==> src/rtl/truth_table_checker_pkg.sv <==
// Shared types and sizing helpers for the truth-table checker.
// Imported by the interface, the vector sequencer and the top.
package truth_table_checker_pkg;

  typedef enum logic [1:0] {
    StIdle,
    StApply,
    StSample,
    StDone
  } state_e;

  function automatic int unsigned n_vec(input int unsigned n_in);
    return 32'd1 << n_in;
  endfunction

  // A SETTLE of 1 still needs a 1-bit counter.
  function automatic int unsigned cnt_width(input int unsigned settle);
    return (settle > 1) ? int'($clog2(settle)) : 1;
  endfunction

  localparam int unsigned DefNIn  = 3;
  localparam int unsigned DefNVec = n_vec(DefNIn);

endpackage

==> src/rtl/truth_table_checker_vec_sequencer.sv <==
// Holds the applied input vector and the settle counter for the sweep.
// sample_now_o flags the last settle cycle; last_vec_o flags the final vector.
module truth_table_checker_vec_sequencer
  import truth_table_checker_pkg::*;
#(
  parameter int unsigned N_IN   = 3,
  parameter int unsigned SETTLE = 2
) (
  input  logic            clk,
  input  logic            rst_n,
  input  logic            load_i,
  input  logic            advance_i,
  input  logic            count_en_i,
  output logic [N_IN-1:0] vec_o,
  output logic            sample_now_o,
  output logic            last_vec_o
);

  localparam int unsigned CntW = cnt_width(SETTLE);

  logic [N_IN-1:0] vec_q, vec_d;
  logic [CntW-1:0] cnt_q, cnt_d;

  assign vec_o        = vec_q;
  assign sample_now_o = (cnt_q == CntW'(SETTLE - 1));
  assign last_vec_o   = (vec_q == {N_IN{1'b1}});

  always_comb begin
    vec_d = vec_q;
    cnt_d = cnt_q;
    if (load_i) begin
      vec_d = '0;
      cnt_d = '0;
    end else if (advance_i) begin
      vec_d = vec_q + 1'b1;
      cnt_d = '0;
    end else if (count_en_i && !sample_now_o) begin
      cnt_d = cnt_q + 1'b1;
    end
  end

  always_ff @(posedge clk) begin
    if (!rst_n) begin
      vec_q <= '0;
      cnt_q <= '0;
    end else begin
      vec_q <= vec_d;
      cnt_q <= cnt_d;
    end
  end

endmodule

==> config.mk <==
export PLATFORM = sky130hd
export DESIGN_NAME = truth_table_checker_vec_sequencer
export DESIGN_NICKNAME = d
export VERILOG_FILES = /design/src/rtl/truth_table_checker_pkg.sv /design/src/rtl/truth_table_checker_vec_sequencer.sv
export SDC_FILE = /design/constraint.sdc
export NUM_CORES = 1
export LEC_CHECK = 0
export CAP_MARGIN = 15
export CORE_AREA = 3 3 40 42
export CTS_CLUSTER_SIZE = 16
export DETAILED_ROUTE_END_ITERATION = 6
export DIE_AREA = 0 0 43 45
export PLACE_DENSITY = 0.38
export REMOVE_ABC_BUFFERS = 1
export SETUP_SLACK_MARGIN = 0.05
export SLEW_MARGIN = 20
export SYNTH_ARGS = -nofsm -noshare
export SYNTH_HDL_FRONTEND = slang
export SYNTH_SLANG_ARGS = --single-unit
export TNS_END_PERCENT = 20
==> constraint.sdc <==
create_clock -name clk -period 1 [get_ports clk]
set_input_delay 0.25 -clock clk [delete_from_list [all_inputs] [get_ports clk]]
set_output_delay 0.25 -clock clk [all_outputs]
set_load 0.03 [all_outputs]
After elaboration in Yosys (flattened, before gate mapping)
Index checks and enable logic that the tools add are counted.

Bitwise logic cells: 1. Add/sub/neg operators: 2. Reduce and logical (&&, ||, !) cells: 4. Equal/unequal tests: 1.

Operators by type and width (number): 3-bit by 1-bit adder with 3-bit output (second input constant) (1); 3-bit equality test (second input constant) (1); 3-bit OR reduction (1); 2-bit OR reduction (1); 1-bit adder (second input constant) (1); 1-bit logical AND (1); 1-bit zero test (1); 1-bit inverter (1).

Register bits after elaboration: 4. Word-level logic and storage cells: 10. Input bits: 5.

Logic depth before layout (Yosys ltp)
Gate-level depths: netlist of run 1.

Depth after elaboration: 2. Mapped depth: 4.

Worst setup path after synthesis of run 1
OpenSTA, ideal clock, no wires.

Kind: reg2out. Start point: register vec_q[0] (netlist: vec_o[0]). End point: output port last_vec_o. Stages on the path, launching flop included: 3. Slack: -0.285 ns. Required time: 0.750 ns. Arrival: 1.035 ns. Cells stage by stage: dfxtp_1 > ha_1 > ha_1.

Word-level cells in the longest chain between the ends: 1.

RTL lines: start, declared (line truth_table_checker_vec_sequencer.sv:21) `logic [N_IN-1:0] vec_q, vec_d;`; start signal, assigned (line truth_table_checker_vec_sequencer.sv:47) `vec_q <= vec_d;`; 3-bit equality test (line truth_table_checker_vec_sequencer.sv:26) `assign last_vec_o = (vec_q == {N_IN{1'b1}});`; end, declared (line truth_table_checker_vec_sequencer.sv:16) `output logic last_vec_o`.

Every way passes these cells.

Final worst setup path of run 1
Same ends and word-level chain as after synthesis.

==> results of run 1 <==
[worst max-delay path, cell delays in order (launching register included)]
cell and delay (ns):
dfxtp_2 0.32, ha_4 0.16, ha_4 0.15, buf_6 0.13
[stage by stage]
| stage | power (mW) | setup slack, ns | std cells | util | area (sq um) |
|---|---|---|---|---|---|
| final | 0.4243 | -0.2424 | 44 | 0.2678 | 344.1 |
| after detailed placement | 0.2211 | -0.2137 | 41 | 0.2113 | 271.5 |
| after global placement | 0.2205 | -0.2074 | 41 | 0.2113 | 271.5 |
| after floorplan | 0.1904 | -0.2848 | 15 | - | 160.2 |
| after CTS | 0.4362 | -0.2509 | 44 | 0.2678 | 344.1 |
| after global routing | 0.4651 | -0.2728 | 44 | 0.2678 | 344.1 |
[registers in the layout, summed over array words and instances, names as in the netlist]
signal / flops
sample_now_o: 1
vec_o: 3
[power by group through the flow]
stage / logic [mW] / registers, mW / clock network, mW
after floorplan: 0.0125 / 0.178 / 0
after global placement: 0.0514 / 0.169 / 0
after detailed placement: 0.0521 / 0.169 / 0
after CTS: 0.0548 / 0.166 / 0.215
after global routing: 0.0610 / 0.166 / 0.238
final: 0.0545 / 0.166 / 0.204
[area by class of cell]
cell class                 count  area (sq um)  share of cell area
timing repair buffer          11         110.1              0.3200
multi-input combinational     11         105.1              0.3055
sequential                     4         87.58              0.2545
clock buffer                   3         22.52             0.06545
tap                           15         18.77             0.05455
[logic make-up after synthesis]
| logic type | after synthesis | share of synthesized area |
|---|---|---|
| simple gates | 6 | 0.1640 |
| flops | 4 | 0.5000 |
| mux | 2 | 0.1250 |
| fa+ha+maj | 2 | 0.1562 |
| xor+xnor | 1 | 0.05470 |
[Yosys cell counts, drive strengths merged]
| cell type | instances |
|---|---|
| dfxtp | 4 |
| ha | 2 |
| mux2i | 2 |
| nand2b | 1 |
| nor2 | 4 |
| nor3 | 1 |
| xnor2 | 1 |
[per-layer routing]
layer  vias to the layer above  part of all wire
met4                         0            0.0095
met1                        74              0.38
li1                         78                 -
met2                        10              0.44
met3                         2              0.16
met5                         -                 0
[worst min path at each step]
stage | startpoint | endpoint | slack (ns) | cells after the start
6_report | advance_i | sample_now_o | 0.46 | 2
5_1_grt | advance_i | sample_now_o | 0.48 | 2
4_1_cts | advance_i | sample_now_o | 0.44 | 2
3_5_place_dp | sample_now_o | sample_now_o | 0.49 | 2
3_3_place_gp | sample_now_o | sample_now_o | 0.50 | 2
2_1_floorplan | advance_i | sample_now_o | 0.33 | 1
[timing repair]
| action | CTS | global route |
|---|---|---|
| pin swaps | 2 | 1 |
| resized for setup | 15 | 0 |
| endpoints found under the setup margin | 7 | 6 |
| hold buffers | 0 | 0 |
| hold endpoints to repair | 0 | 0 |
==> flow_summary.ini, run 1 <==
[worst_setup_path]
cp.required_ns = 0.75
r2r-start = vec_o[0]
r2r-end = vec_o[2]
worst_ep_arrival_time_ns = 0.99
crit_type = reg -> out
start_kind = register
endpoint = last_vec_o
path_max_fanout = 2
reg2regPathDepth = 4
cp-startpoint = vec_o[0]
worstSetupEndpointType = output pin
r2r_slack_ns = 0.04

[power]
power.internal_mw = 0.3285
switching_power_mw = 0.09575
p_sw_frac = 0.2257
seqPwrFrac = 0.392
p_per_area_nw_per_um2 = 1233
pwr-share-clk = 0.480
p_comb_frac = 0.129
peakVddDrop_mv = 0.5972
leakage_nw = 0.1453

[timing]
tightest_slew_ns = 0.2262
rsz0062_at_grt = yes
fmax_ghz = 0.8049
fin_crit_sh = 1.242
finalClockSkew_ns = 0.004729
min_period_ns = 1.242
worst_slack_ns = -0.2424
finalSetupViolCount = 3
hold_viol = 0
fin_setup_tns_ns = -0.3914
holdWs_ns = 0.4621
finalMaxSlewViolations = 0
max_slew_margin = 0.8492

[routing]
routed-via-count = 164
route.final.wire_length_um = 423
via_per_inst = 3.727
drtAntennaViolNets = 0
wl_per_cell_um = 9.614
dr.pass1.iters = 2
drcViolationCount = 0
drt-initial-drc-count = 4

[synthesis]
syn_avg_cell_area_sq_um = 10.68
synth.top_cell.area_share = 0.5000
synth_area_leaders = dfxtp_1 50%, ha_1 16%, mux2i_1 13%, nor2_1 9.4%, xnor2_1 5.5%
ys_ff_latch = 4
synth.distinct_cells = 7
yosysWarnings = 0
synthCells = 15
synth_top_cell_by_area = dfxtp_1
synth.yosys.seq_area_share = 0.5000
netlist_area_sq_um = 160.2

[clocking]
clockBufferDepth = 2
cts_made_buffers = 3
cts-root-buf = clkbuf_4
clk_latency_ns = 0.24
tritoncts = built
clk_pin_slew_worst_paths_ns = 0.04
post_cts_buffers = 0
cts.sink_count = 4
htree_levels = 1

[grt]
grtUsageMet2 = 0.08683
grt.met3_usage = 0.07171
grt_pass1_vias = 196
grt.overflow.total = 0
grt_first_pass_wirelength_um = 800
top_usage_layer = met2
antenna_found_initial = 0
grtUsageTotal = 0.06411
grt_max_degree = 5
met1_usage = 0.05783

[finish]
fillers = 141
drive_above_1_share = 0.5517
antenna_cells = 0
area_delta_synth_final_pct = 114.8
final_common_cell = buf_6
final_cell_mix = 5 x buf_6, 4 x nor2_1, 3 x clkbuf_4, 3 x clkdlybuf4s50_1, 3 x dfxtp_2
num-nets-final = 38

[outcome]
violations = setup timing
outcome = finished, violations left

[floorplan]
die-area_sq_um = 1935
die_w_um = 43
io_pins = 10
core_area_sq_um = 1285
rows = 13
start_util = 0.1246
fp.dieH_um = 45

[flow_run]
drv_cap = 0

[worst_hold_path]
holdCritPathClass = in -> reg

[placement]
numPortBuffers = 9
place_congestion = 0.6056
(Power assumes the default switching activity.)
==> run 2, diff against run 1 <==
Settings changed: CAP_MARGIN 15 to default, GPL_ROUTABILITY_DRIVEN from default to 0.
==> results of run 2 <==
No change in the layout: final DEF, timing and power equal those of run 1.
==> run 3, diff against run 2 <==
Settings changed: TNS_END_PERCENT 20 to 100.
==> run 3 against run 2 <==
The flow still finishes with violations (setup timing); worst hold slack is the same; sequential power is essentially flat; wire length is the same; register-to-register slack is essentially flat; die area is the same; combinational power is essentially flat; clock power is essentially flat; global-route usage is the same; largest power group unchanged.
==> flow_summary.ini, run 3 (same netlist as run 1, synthesis figures left out) <==
[worst_setup_path]
cp.required_ns = 0.75
reg2regPathDepth = 4
start_kind = register
path_max_fanout = 2
r2r_slack_ns = 0.04
r2r-end = vec_o[2]
worstSetupEndpointType = output pin
r2r-start = vec_o[0]
worst_ep_arrival_time_ns = 0.99
crit_type = reg -> out

[worst_hold_path]
holdPathStages = 2
holdCritPathClass = in -> reg
hold_path.startpoint = advance_i
holdPathEnd = sample_now_o

[finish]
fillers = 141
largest_reg_flops = 3
final_common_cell = buf_6
num-nets-final = 38
drive_above_1_share = 0.5517
final_cell_mix = 5 x buf_6, 4 x nor2_1, 3 x clkbuf_4, 3 x clkdlybuf4s50_1, 3 x dfxtp_2
antenna_cells = 0
stdcell_area_sq_um = 344.1
final_util = 0.2678
area_delta_synth_final_pct = 114.8

[power]
p_per_area_nw_per_um2 = 1233
switching_power_mw = 0.09575
p_sw_frac = 0.2257
leakage_nw = 0.1453
pwr-share-clk = 0.480
peakVddDrop_mv = 0.5972
p_comb_frac = 0.129
total_power_mw = 0.4243
power.internal_mw = 0.3285
seqPwrFrac = 0.392

[floorplan]
die_w_um = 43
fp.dieH_um = 45
start_util = 0.1246
die-area_sq_um = 1935
core_area_sq_um = 1285
rows = 13
io_pins = 10

[outcome]
outcome = finished, violations left
violations = setup timing

[routing]
drt-initial-drc-count = 4
drcViolationCount = 0
via_per_inst = 3.727
drtAntennaViolNets = 0
dr.pass1.iters = 2
wl_per_cell_um = 9.614
route.final.wire_length_um = 423
routed-via-count = 164

[timing]
max_slew_margin = 0.8492
worst_slack_ns = -0.2424
tightest_slew_ns = 0.2262
min_period_ns = 1.242
fin_crit_sh = 1.242
rsz0062_at_grt = yes
hold_viol = 0
holdWs_ns = 0.4621
fmax_ghz = 0.8049
finalSetupViolCount = 3
finalClockSkew_ns = 0.004729
finalMaxSlewViolations = 0

[grt]
antenna_found_initial = 0
grtUsageTotal = 0.06411
grt_max_degree = 5
grt_pass1_vias = 196
grt_first_pass_wirelength_um = 800
grt.overflow.total = 0

[clocking]
post_cts_buffers = 0
clk_pin_slew_worst_paths_ns = 0.04
tritoncts = built
clockBufferDepth = 2
cts_hold_buf = 0
clk_latency_ns = 0.24
cts-root-buf = clkbuf_4
htree_levels = 1
cts_made_buffers = 3
cts.sink_count = 4

[placement]
dpl_cell_area_sq_um = 271.5
numPortBuffers = 9
dp_slack_ns = -0.2137

[flow_run]
drv_cap = 0
## run 3: cell counts in the layout (fill, tap and decap cells not counted)
Identical to the previous run, type by type.
## run 3: worst max-delay path: stages, from the launching register on
cell	delay [ns]
dfxtp_2	0.32
ha_4	0.16
ha_4	0.15
buf_6	0.13
## run 3: area by class of cell
class | instances | area (sq um) | area share
well taps | 15 | 18.77 | 0.05455
repair buffers | 11 | 110.1 | 0.3200
flip-flops and latches | 4 | 87.58 | 0.2545
clock buffers | 3 | 22.52 | 0.06545
multi-input cells | 11 | 105.1 | 0.3055
## run 3: worst max-delay path by stage
stage          startpoint          to  slack, ns  cells after the start
5_1_grt          vec_o[0]  last_vec_o      -0.27                      3
6_report         vec_o[0]  last_vec_o      -0.24                      3
4_1_cts          vec_o[1]  last_vec_o      -0.25                      3
3_3_place_gp    advance_i    vec_o[1]      -0.21                      3
2_1_floorplan    vec_o[0]  last_vec_o      -0.28                      2
3_5_place_dp    advance_i    vec_o[2]      -0.21                      3
## run 3: per-layer routing
metal  part of all wire  global-route usage
met2               0.44             0.08683
met3               0.16             0.07171
met4             0.0095             0.03614
met5                  0                   0
met1               0.38             0.05783
## run 3: timing repair
action | in CTS | in global routing
pin swaps | 1 | 0
gates resized for setup | 15 | 0
setup endpoints to repair | 7 | 6
## run 3: stage by stage
step | std cells | TNS [ns]
after CTS | 44 | -0.4208
after floorplan | 15 | -0.5781
after detailed placement | 41 | -0.7293
final | 44 | -0.3914
after global placement | 41 | -0.7000
after global routing | 44 | -0.5006
## run 3: power by group through the flow
stage / clock network (mW) / logic, mW / registers, mW
final: 0.204 / 0.0545 / 0.166
after global routing: 0.238 / 0.0610 / 0.166
after CTS: 0.215 / 0.0548 / 0.166
after detailed placement: 0 / 0.0521 / 0.169
after global placement: 0 / 0.0514 / 0.169
after floorplan: 0 / 0.0125 / 0.178
